### config.mk
export PLATFORM = sky130hd
export DESIGN_NAME = ps2_mouse_tracker_flat
export DESIGN_NICKNAME = d
export VERILOG_FILES = /design/src/rtl/ps2_mouse_tracker_pkg.sv /design/src/rtl/ps2_mouse_tracker_if.sv /design/src/rtl/ps2_mouse_tracker_rx.sv /design/src/rtl/ps2_mouse_tracker.sv /design/src/flat_wrapper.sv
export SDC_FILE = /design/constraint.sdc
export NUM_CORES = 1
export LEC_CHECK = 0
export BUFFER_PORTS_ARGS = -buffer_cell sky130_fd_sc_hd__buf_4
export CAP_MARGIN = 20
export CORE_MARGIN = 1
export CORE_UTILIZATION = 45
export DETAILED_ROUTE_END_ITERATION = 10
export GPL_ROUTABILITY_DRIVEN = 0
export PLACE_DENSITY = 0.71
export SLEW_MARGIN = 20
export SYNTH_ARGS = -nofsm -noshare
export SYNTH_HDL_FRONTEND = slang
export SYNTH_SLANG_ARGS = --single-unit
### constraint.sdc
create_clock -name clk -period 3.2 [get_ports clk]
set_input_delay 0 -clock clk [delete_from_list [all_inputs] [get_ports clk]]
set_output_delay 0 -clock clk [all_outputs]
set_load 0.02 [all_outputs]
### src/rtl/ps2_mouse_tracker_pkg.sv
// rtl/ps2_mouse_tracker_pkg.sv - shared packet bit positions, FSM states and axis helpers
package ps2_mouse_tracker_pkg;

  localparam int DEF_SCREEN_W = 640;
  localparam int DEF_SCREEN_H = 480;
  localparam int DEF_TIMEOUT  = 100000;

  localparam int PKT_LEFT  = 0;
  localparam int PKT_RIGHT = 1;
  localparam int PKT_SYNC  = 3;
  localparam int PKT_XSIGN = 4;
  localparam int PKT_YSIGN = 5;
  localparam int PKT_XOVF  = 6;
  localparam int PKT_YOVF  = 7;

  typedef enum logic [1:0] {
    ST_BYTE0 = 2'd0,
    ST_BYTE1 = 2'd1,
    ST_BYTE2 = 2'd2
  } pkt_state_e;

  // 9-bit two's complement delta widened to 12 bits; an overflowed axis contributes nothing
  function automatic logic signed [11:0] axis_delta(input logic sign, input logic [7:0] mag,
                                                   input logic ovf);
    return ovf ? 12'sd0 : $signed({{4{sign}}, mag});
  endfunction

  function automatic logic [9:0] clamp_axis(input logic signed [11:0] v, input logic [9:0] hi);
    if (v[11]) return 10'd0;
    else if (v > $signed({2'b00, hi})) return hi;
    else return v[9:0];
  endfunction

endpackage

### src/rtl/ps2_mouse_tracker_if.sv
// rtl/ps2_mouse_tracker_if.sv - raw PS/2 lines in, cursor/button bus out
interface ps2_mouse_tracker_if;
  logic       ps2Clk;
  logic       ps2Data;
  logic [9:0] mouseX;
  logic [9:0] mouseY;
  logic       mouseLeftButton;
  logic       mouseRightButton;
  logic       packetValid;
  logic       frameError;

  modport master (
    input  ps2Clk, ps2Data,
    output mouseX, mouseY, mouseLeftButton, mouseRightButton, packetValid, frameError
  );

  modport slave (
    output ps2Clk, ps2Data,
    input  mouseX, mouseY, mouseLeftButton, mouseRightButton, packetValid, frameError
  );
endinterface

### src/rtl/ps2_mouse_tracker_rx.sv
// rtl/ps2_mouse_tracker_rx.sv - PS/2 byte receiver: synchronisers, 11-bit framing, idle resync
module ps2_mouse_tracker_rx #(
  parameter int TIMEOUT = 100000
) (
  input  logic       clk,
  input  logic       reset,
  input  logic       ps2_clk,
  input  logic       ps2_data,
  output logic [7:0] rxByte,
  output logic       rxValid,
  output logic       rxError,
  output logic       rxTimeout
);

  localparam int IW = $clog2(TIMEOUT + 1);
  localparam logic [IW-1:0] IDLE_LAST = IW'(TIMEOUT - 1);
  localparam logic [IW-1:0] IDLE_MAX  = IW'(TIMEOUT);

  logic [1:0]    clk_sync_q, clk_sync_d;
  logic [1:0]    data_sync_q, data_sync_d;
  logic          clk_prev_q, clk_prev_d;
  logic [3:0]    bit_cnt_q, bit_cnt_d;
  logic [10:0]   shift_q, shift_d;
  logic          done_q, done_d;
  logic [IW-1:0] idle_q, idle_d;
  logic          fall;
  logic          frame_ok;

  always_ff @(posedge clk or posedge reset) begin
    if (reset) begin
      clk_sync_q  <= 2'b11;
      data_sync_q <= 2'b11;
      clk_prev_q  <= 1'b1;
      bit_cnt_q   <= 4'd0;
      shift_q     <= 11'd0;
      done_q      <= 1'b0;
      idle_q      <= '0;
    end else begin
      clk_sync_q  <= clk_sync_d;
      data_sync_q <= data_sync_d;
      clk_prev_q  <= clk_prev_d;
      bit_cnt_q   <= bit_cnt_d;
      shift_q     <= shift_d;
      done_q      <= done_d;
      idle_q      <= idle_d;
    end
  end

  assign fall = clk_prev_q & ~clk_sync_q[1];

  always_comb begin
    clk_sync_d  = {clk_sync_q[0], ps2_clk};
    data_sync_d = {data_sync_q[0], ps2_data};
    clk_prev_d  = clk_sync_q[1];
    bit_cnt_d   = bit_cnt_q;
    shift_d     = shift_q;
    done_d      = 1'b0;
    idle_d      = idle_q;
    rxTimeout   = 1'b0;
    if (fall) begin
      idle_d  = '0;
      shift_d = {data_sync_q[1], shift_q[10:1]};
      if (bit_cnt_q == 4'd10) begin
        bit_cnt_d = 4'd0;
        done_d    = 1'b1;
      end else begin
        bit_cnt_d = bit_cnt_q + 4'd1;
      end
    end else if (idle_q == IDLE_LAST) begin
      // Counter parks at TIMEOUT so the resync fires once per idle period
      idle_d    = IDLE_MAX;
      bit_cnt_d = 4'd0;
      rxTimeout = 1'b1;
    end else if (idle_q != IDLE_MAX) begin
      idle_d = idle_q + 1'b1;
    end
  end

  // shift_q holds {stop, parity, d[7:0], start} once the 11th bit is in
  assign frame_ok = ~shift_q[0] & shift_q[10] & (^shift_q[9:1]);
  assign rxByte   = shift_q[8:1];
  assign rxValid  = done_q & frame_ok;
  assign rxError  = done_q & ~frame_ok;

endmodule

### src/rtl/ps2_mouse_tracker.sv
// rtl/ps2_mouse_tracker.sv - 3-byte PS/2 mouse packet decoder with clamped absolute cursor
module ps2_mouse_tracker
  import ps2_mouse_tracker_pkg::*;
#(
  parameter int SCREEN_W = DEF_SCREEN_W,
  parameter int SCREEN_H = DEF_SCREEN_H,
  parameter int TIMEOUT  = DEF_TIMEOUT
) (
  input logic                 clk,
  input logic                 reset,
  ps2_mouse_tracker_if.master bus
);

  localparam logic [9:0] X_MAX  = 10'(SCREEN_W - 1);
  localparam logic [9:0] Y_MAX  = 10'(SCREEN_H - 1);
  localparam logic [9:0] X_INIT = 10'(SCREEN_W / 2);
  localparam logic [9:0] Y_INIT = 10'(SCREEN_H / 2);

  logic [7:0] rx_byte;
  logic       rx_valid, rx_error, rx_timeout;

  pkt_state_e        state_q, state_d;
  logic [7:0]        b0_q, b0_d, b1_q, b1_d;
  logic [9:0]        x_q, x_d, y_q, y_d;
  logic              left_q, left_d, right_q, right_d;
  logic              pv_q, pv_d, fe_q, fe_d;
  logic signed [11:0] nx, ny;

  ps2_mouse_tracker_rx #(.TIMEOUT(TIMEOUT)) u_rx (
    .clk      (clk),
    .reset    (reset),
    .ps2_clk  (bus.ps2Clk),
    .ps2_data (bus.ps2Data),
    .rxByte   (rx_byte),
    .rxValid  (rx_valid),
    .rxError  (rx_error),
    .rxTimeout(rx_timeout)
  );

  always_ff @(posedge clk or posedge reset) begin
    if (reset) begin
      state_q <= ST_BYTE0;
      b0_q    <= 8'd0;
      b1_q    <= 8'd0;
      x_q     <= X_INIT;
      y_q     <= Y_INIT;
      left_q  <= 1'b0;
      right_q <= 1'b0;
      pv_q    <= 1'b0;
      fe_q    <= 1'b0;
    end else begin
      state_q <= state_d;
      b0_q    <= b0_d;
      b1_q    <= b1_d;
      x_q     <= x_d;
      y_q     <= y_d;
      left_q  <= left_d;
      right_q <= right_d;
      pv_q    <= pv_d;
      fe_q    <= fe_d;
    end
  end

  // Screen Y grows downward while PS/2 +dy means up, hence the subtraction
  assign nx = $signed({2'b00, x_q}) + axis_delta(b0_q[PKT_XSIGN], b1_q, b0_q[PKT_XOVF]);
  assign ny = $signed({2'b00, y_q}) - axis_delta(b0_q[PKT_YSIGN], rx_byte, b0_q[PKT_YOVF]);

  always_comb begin
    state_d = state_q;
    b0_d    = b0_q;
    b1_d    = b1_q;
    x_d     = x_q;
    y_d     = y_q;
    left_d  = left_q;
    right_d = right_q;
    pv_d    = 1'b0;
    fe_d    = 1'b0;
    if (rx_timeout) begin
      state_d = ST_BYTE0;
    end else if (rx_error) begin
      state_d = ST_BYTE0;
      fe_d    = 1'b1;
    end else if (rx_valid) begin
      case (state_q)
        ST_BYTE0: begin
          if (rx_byte[PKT_SYNC]) begin
            b0_d    = rx_byte;
            state_d = ST_BYTE1;
          end
        end
        ST_BYTE1: begin
          b1_d    = rx_byte;
          state_d = ST_BYTE2;
        end
        ST_BYTE2: begin
          x_d     = clamp_axis(nx, X_MAX);
          y_d     = clamp_axis(ny, Y_MAX);
          left_d  = b0_q[PKT_LEFT];
          right_d = b0_q[PKT_RIGHT];
          pv_d    = 1'b1;
          state_d = ST_BYTE0;
        end
        default: state_d = ST_BYTE0;
      endcase
    end
  end

  assign bus.mouseX           = x_q;
  assign bus.mouseY           = y_q;
  assign bus.mouseLeftButton  = left_q;
  assign bus.mouseRightButton = right_q;
  assign bus.packetValid      = pv_q;
  assign bus.frameError       = fe_q;

endmodule
### src/flat_wrapper.sv
// flat-port wrapper written by rule: the top's interface ports become plain ports
module ps2_mouse_tracker_flat import ps2_mouse_tracker_pkg::*;
#(
  parameter int SCREEN_W = DEF_SCREEN_W,
  parameter int SCREEN_H = DEF_SCREEN_H,
  parameter int TIMEOUT  = DEF_TIMEOUT
)
  (clk, reset, bus_ps2Clk, bus_ps2Data, bus_mouseX, bus_mouseY, bus_mouseLeftButton, bus_mouseRightButton, bus_packetValid, bus_frameError);
  ps2_mouse_tracker_if bus_i ();
  input logic clk;
  input logic reset;
  input wire logic [$bits(bus_i.ps2Clk)-1:0] bus_ps2Clk;
  input wire logic [$bits(bus_i.ps2Data)-1:0] bus_ps2Data;
  output wire logic [$bits(bus_i.mouseX)-1:0] bus_mouseX;
  output wire logic [$bits(bus_i.mouseY)-1:0] bus_mouseY;
  output wire logic [$bits(bus_i.mouseLeftButton)-1:0] bus_mouseLeftButton;
  output wire logic [$bits(bus_i.mouseRightButton)-1:0] bus_mouseRightButton;
  output wire logic [$bits(bus_i.packetValid)-1:0] bus_packetValid;
  output wire logic [$bits(bus_i.frameError)-1:0] bus_frameError;
  assign bus_i.ps2Clk = bus_ps2Clk;
  assign bus_i.ps2Data = bus_ps2Data;
  assign bus_mouseX = bus_i.mouseX;
  assign bus_mouseY = bus_i.mouseY;
  assign bus_mouseLeftButton = bus_i.mouseLeftButton;
  assign bus_mouseRightButton = bus_i.mouseRightButton;
  assign bus_packetValid = bus_i.packetValid;
  assign bus_frameError = bus_i.frameError;
  ps2_mouse_tracker #(.SCREEN_W(SCREEN_W), .SCREEN_H(SCREEN_H), .TIMEOUT(TIMEOUT)) u_core (.clk(clk), .reset(reset), .bus(bus_i));
endmodule
; ---- Word level (Yosys, flattened, before mapping)
; Index checks and enable logic that the tools add are counted.
; Widths: inputs -> output; s select.
[totals]
wordCells = 74
input_bits = 4
ram_bits = 0
romBits = 0
n_memories = 0
output_inout_bits = 24
ff_bits = 80
latch_bits = 0
[classes]
mul = 0
bitwise_logic = 10
reduce_logical = 9
n_addsub = 4
shifts = 0
eq_ne = 6
div_mod_pow = 0
n_mux = 27
magnitude_cmp = 2
[ops]
columns = op, count
row1 = $mux 17, 3
row2 = $mux 10, 4
row3 = $mux 12, 2
row4 = $add 17x1->17 const B, 1
row5 = $eq 17x17->1 const B, 1
row6 = $ne 17x17->1 const B, 1
row7 = $add 11x12->12, 1
row8 = $gt 12x10->1 const B, 1
row9 = $gt 12x11->1 const B, 1
row10 = $mux 4, 3
row11 = $sub 11x12->12, 1
row12 = $mux 1, 10
row13 = $reduce_xor 9->1, 1
row14 = $mux 2, 4
row15 = $reduce_and 4->1, 2
row16 = $reduce_bool 3->1, 2
row17 = $and 1x1->1, 5
row18 = $not 1->1, 5
row19 = $reduce_and 5->1, 1
row20 = $add 4x1->4 const B, 1
row21 = $eq 4x4->1 const B, 1
row22 = $ne 4x2->1 const B, 1
row23 = $pmux 2 s2, 1
row24 = $eq 2x1->1 const B, 1
row25 = 4 further kinds, 4

; ---- Longest topological paths before layout
[depth]
word_depth = 7
depth_mapped = 11
depth_no_buf = 11

; ---- By module
; Synthesis repeated with hierarchy kept, for this count alone.
[hier_totals]
cells_unflattened = 479
hier_area_um2 = 4713.3
[by_module_without_submodules]
columns = mod, seq_area_each_um2, n_inst, area_per_inst_um2, cells_each
row1 = ps2_mouse_tracker, 1008.5, 1, 2750.1, 284
row2 = ps2_mouse_tracker_rx, 957.2, 1, 1963.1, 195

; ---- Least setup slack after synthesis
; Ideal clock, no wire load.
[synth_path]
path_type = reg-to-reg
startpoint = register u_core.b0_q[6]
endpoint = register u_core.x_q[0], in the netlist u_core.bus.mouseX[0]
t_required_ns = 3.054
t_arrival_ns = 2.704
path_buffers = 1
synth_period_minus_slack_ns = 2.850
path_stages_with_launch = 11
path_slack_ns = 0.350
setup_ns = 0.146
path_cell_list = dfrtp_1 -> nor2b_1 -> clkbuf_1 -> ha_1 -> and3_1 -> and3_1 -> and3_1 -> a211o_1 -> or3_1 -> a21oi_2 -> a311oi_1
[synth_via]
elab_chain_len = 5
[synth_lines]
columns = item, line
row1 = start: declaration, ps2_mouse_tracker.sv:23  ; logic [7:0] b0_q, b0_d, b1_q, b1_d;
row2 = start signal: assignment, ps2_mouse_tracker.sv:43  ; b0_q <= 8'd0;
row3 = start signal: assignment, ps2_mouse_tracker.sv:53  ; b0_q <= b0_d;
row4 = $mux 12 *, ps2_mouse_tracker_pkg.sv:25  ; return ovf ? 12'sd0 : $signed({{4{sign}}, mag});
row5 = $add 11x12->12 *, ps2_mouse_tracker.sv:65  ; assign nx = $signed({2'b00, x_q}) + axis_delta(b0_q[PKT_XSIGN], b1_q, b0_q[PKT_XOVF]);
row6 = $gt 12x11->1, ps2_mouse_tracker_pkg.sv:30  ; else if (v > $signed({2'b00, hi})) return hi;
row7 = $mux 10, ps2_mouse_tracker_pkg.sv:30
row8 = $mux 10 *, ps2_mouse_tracker_pkg.sv:29  ; if (v[11]) return 10'd0;
row9 = end signal: assignment, ps2_mouse_tracker.sv:45  ; x_q <= X_INIT;
row10 = end signal: assignment, ps2_mouse_tracker.sv:55  ; x_q <= x_d;
row11 = end: declaration, ps2_mouse_tracker.sv:24  ; logic [9:0] x_q, x_d, y_q, y_d;
; Mark *: on every way between the ends. The rest lies on a longest branch, timed or not.
; A chain may end at the register's enable or synchronous reset.

; ---- Worst setup path after layout
[layout_path]
startpoint = register u_core.u_rx.shift_q[1]
endpoint = register u_core.y_q[7], in the netlist u_core.bus.mouseY[7]
[layout_via]
elab_chain_len = 6
elab_cells_between_ends = 12
cone_classes = add/sub: 1 / order compare: 1 / mux: 3 / bitwise: 5 / reduce/logical: 2
[layout_lines]
columns = item, line
row1 = start: declaration, ps2_mouse_tracker_rx.sv:23  ; logic [10:0] shift_q, shift_d;
row2 = start signal: assignment, ps2_mouse_tracker_rx.sv:43  ; shift_q <= shift_d;
row3 = branches (longest 6 deep; another with $sub 11x12->12), --
row4 = end signal: assignment, ps2_mouse_tracker.sv:56  ; y_q <= y_d;
row5 = end: declaration, ps2_mouse_tracker.sv:24
; Parallel ways; which one is timed is not known.

==> metrics <==
Vias/cell 5.46; main combinational cell family by area after synthesis simple AND/OR/NAND/NOR gates; routed length per placed instance 14.8 um; Most used DFF post-synth sky130_fd_sc_hd__dfrtp_1; die extent in x 102 um; area post-placement 4910 sq um; combinational share of power 0.227; post-synth design cell area 4530 sq um; maximum fanout count along the critical path 6; initial cell density of the core 0.463; share of final-layout standard cells stronger than drive strength 1 0.173; achievable frequency 0.334 GHz; Buffers on Ports 27; worst r2r dst u_core.bus.mouseY[7]$_DFFE_PP1P_; Register-to-Register Path Depth 11; arrival time at the worst endpoint 3.26 ns; Ys Warns 0; clock tree from TritonCTS built; Syn Nets 504; GRT Total Usage 0.197; total number of placement rows 36; setup repair after global routing missed its margin false; Max H-tree Level 3; share of synthesized cell area in full adder, half adder and majority cells 0.0834; post-synthesis to final-layout area growth 14.3%; Max-Slew Margin vs Limit 0.625; power density normalized to cell area 488 nW/um^2; total negative slack 0 ns; number of nets with antenna violations after routing 0; count of state elements after synthesis 78; Setup Fix Bufs, Post-CTS 0; kind of critical path reg2reg; average instance area after synthesis 9.62 sq um; pin count of the biggest net entering global routing 43; internal power of the cells 1.74 mW; root buffer cell sky130_fd_sc_hd__clkbuf_8; clk sink count 78; Final Hold Violating Endpoints 0; Final setup violation count 0; P_leak 2.48 nW; distinct cell type count after synthesis 59; final standard cell area without fillers 5180 sq um; number of remaining DRC errors 0; number of clock buffers inserted by TritonCTS 9; max-capacitance violation count 0; Yosys top cell area share 0.370; cell type with the highest aggregate area in the netlist sky130_fd_sc_hd__dfrtp_1; first-pass GRT wire length 16000 um; antenna violations before repair 0; required time at the worst-slack endpoint 3.47 ns; Tmin final 2.99 ns; via count of the first global-routing pass 3485; power share of the clock group 0.323; Layout Skew 0.0111 ns; part of the Yosys area used for sequential elements 0.434; reg2reg start u_core.u_rx.shift_q[1]$_DFFE_PP0P_; Die Footprint 10500 sq um; run status finished clean; startpoint of the most critical setup path u_core.u_rx.shift_q[1]$_DFFE_PP0P_; capture point of the worst path u_core.bus.mouseY[7]$_DFFE_PP1P_; boundary pin count 28; number of enable flip-flop cells after synthesis 0; Core ar. 9770 sq um; part of the total power dissipated in sequential elements 0.450; total net switching power 788 uW; portion of netlist area occupied by mux cells 0.0530; die boundary height 102 um; Pre-Repair DR Iteration Count 4; element type at the critical path start flop; post-synthesis simple-gate area fraction 0.204; Antenna diodes 0; total congestion overflow 0; clock-pin slew reported for the worst setup and hold paths after clock tree synthesis 0.08 ns; total number of vias 3532; final clock period utilization by the worst path 0.935; Worst-Margin Slew 0.555 ns; Nets 542; class of the tightest hold or removal check in2async; total wire length after detailed routing 9550 um; Clock Latency Late Sink 0.36 ns; maximum resistive drop on vdd 260 uV; Cell Count, Final, Fillers Out 647; nature of the critical path endpoint flop; number of slew-limit violations in the final report 0; share of the synthesized area in compound gates (AO/OA/AOI/OAI) 0.126; switching portion of total power 0.312; register-to-register setup slack 0.21 ns; Cells after DPL 628; ys async rst share 1.00; number of buffers on the longest clock path 2; cells after synthesis 471; share of the synthesized netlist area taken by xor and xnor gates 0.0688; top post-synthesis cells by area sky130_fd_sc_hd__dfrtp_1, sky130_fd_sc_hd__ha_1, sky130_fd_sc_hd__dfstp_2; estimated wirelength of the detail-placed design 6800 um; number of DRC markers in iteration 0 117
## worst min-delay path by stage
stage                      from                                    to  slack [ns]  cells past startpoint
floorplan            bus_ps2Clk   u_core.u_rx.clk_sync_q[0]$_DFF_PP1_       0.004                      0
global placement    bus_ps2Data  u_core.u_rx.data_sync_q[0]$_DFF_PP1_        0.11                      1
detailed placement        reset       u_core.bus.frameError$_DFF_PP0_        0.03                      2
CTS                       reset      u_core.bus.mouseX[5]$_DFFE_PP0P_        0.20                      3
global route              reset      u_core.bus.mouseX[1]$_DFFE_PP0P_        0.24                      3
finish                    reset      u_core.bus.mouseX[5]$_DFFE_PP0P_        0.18                      3
## timing repair
| action | CTS | global route |
|---|---|---|
| endpoints found under the hold margin | 23 | 0 |
| hold buffers | 3 | 0 |
| setup endpoints to repair | 0 | 11 |
| gates resized for setup | 0 | 4 |
## layout by cell type (no fill, tap or decap), types with 4 or more instances in the layout
master and count:
sky130_fd_sc_hd__and3_1 5, sky130_fd_sc_hd__clkbuf_8 9, sky130_fd_sc_hd__dfstp_2 11, sky130_fd_sc_hd__or3_1 7, sky130_fd_sc_hd__nand2b_1 5, sky130_fd_sc_hd__xnor2_1 12
sky130_fd_sc_hd__inv_1 20, sky130_fd_sc_hd__a31oi_1 5, sky130_fd_sc_hd__nor3_1 4, sky130_fd_sc_hd__o21ai_0 21, sky130_fd_sc_hd__xor2_1 21, sky130_fd_sc_hd__dfrtp_1 67
sky130_fd_sc_hd__nand2_1 74, sky130_fd_sc_hd__buf_4 33, sky130_fd_sc_hd__mux2_2 16, sky130_fd_sc_hd__a32oi_1 6, sky130_fd_sc_hd__mux2i_1 6, sky130_fd_sc_hd__nand3_1 13
sky130_fd_sc_hd__nor2b_1 17, sky130_fd_sc_hd__ha_1 27, sky130_fd_sc_hd__a21oi_1 19, sky130_fd_sc_hd__a21o_1 7, sky130_fd_sc_hd__nor2_1 41, sky130_fd_sc_hd__nand4_1 6
## logic make-up after synthesis
kind of cell	after synthesis
AOI/OAI and AO/OA	87
DFF	78
buffers and inverters	32
xor gates and xnor gates	34
adders and majority gates	29
and+or+nand+nor	189
muxes	22
## power by group through the flow
stage               combinational, mW  sequential (mW)  clock, mW
finish                          0.574             1.14      0.814
detailed placement              0.555             1.15          0
global placement                0.532             1.15          0
floorplan                       0.458             1.12          0
CTS                             0.562             1.13      0.837
global route                    0.640             1.15      0.869
## metrics by stage
step,setup WS [ns],utilization,hold WS (ns),total power [mW]
CTS,0.189,0.527,0.200,2.53
floorplan,0.350,-,0.00448,1.58
detailed placement,0.198,0.502,0.0327,1.71
global route,0.0120,0.530,0.239,2.66
global placement,0.261,0.500,0.109,1.68
finish,0.207,0.530,0.184,2.52
## synthesized netlist by cell type, types with 11 or more instances
cell type / count
sky130_fd_sc_hd__dfstp_2: 11
sky130_fd_sc_hd__nor2_1: 41
sky130_fd_sc_hd__nor2b_1: 17
sky130_fd_sc_hd__a21oi_1: 19
sky130_fd_sc_hd__nand3_1: 13
sky130_fd_sc_hd__ha_1: 27
sky130_fd_sc_hd__o21ai_0: 21
sky130_fd_sc_hd__xor2_1: 21
sky130_fd_sc_hd__xnor2_1: 12
sky130_fd_sc_hd__inv_1: 21
sky130_fd_sc_hd__nand2_1: 74
sky130_fd_sc_hd__mux2_2: 16
sky130_fd_sc_hd__dfrtp_1: 67
## flip-flops by register name (all words and copies together), names as in the netlist
name,cells
u_core.b0_q,6
u_core.bus.mouseX,10
u_core.bus.packetValid,1
u_core.u_rx.done_q,1
u_core.bus.mouseLeftButton,1
u_core.u_rx.shift_q,11
u_core.state_q,2
u_core.u_rx.data_sync_q,2
u_core.bus.frameError,1
u_core.u_rx.clk_prev_q,1
u_core.bus.mouseY,10
u_core.u_rx.clk_sync_q,2
u_core.u_rx.idle_q,17
u_core.u_rx.bit_cnt_q,4
u_core.bus.mouseRightButton,1
u_core.b1_q,8
## worst max-delay path, stage by stage (launching register included)
cell and delay [ns]:
sky130_fd_sc_hd__dfrtp_1 0.46, sky130_fd_sc_hd__nor2b_1 0.17, sky130_fd_sc_hd__ha_1 0.16, sky130_fd_sc_hd__inv_1 0.05
sky130_fd_sc_hd__fa_1 0.41, sky130_fd_sc_hd__a211oi_1 0.33, sky130_fd_sc_hd__o21ai_0 0.21, sky130_fd_sc_hd__a41oi_2 0.29
sky130_fd_sc_hd__a21oi_1 0.10, sky130_fd_sc_hd__mux2_2 0.33, sky130_fd_sc_hd__nor3b_2 0.18, sky130_fd_sc_hd__a22oi_1 0.22
## cell type report
class | instances | area, sq um
Fill cell | 864 | 4600
Multi-Input combinational cell | 361 | 2450
Sequential cell | 78 | 1970
Timing Repair Buffer | 37 | 298
Tap cell | 133 | 166
Clock buffer | 10 | 128
Clock inverter | 6 | 86.3
Inverter | 22 | 83.8
## metal layers
| layer | vias up | GRT usage | wire length [um] |
|---|---|---|---|
| met5 | - | 0 | 0 |
| met4 | 0 | 0.0527 | 107 |
| met3 | 12 | 0.0451 | 240 |
| met2 | 42 | 0.346 | 4810 |
| met1 | 1746 | 0.242 | 4400 |
| li1 | 1732 | - | - |
Power figures use the tool's default switching activity.
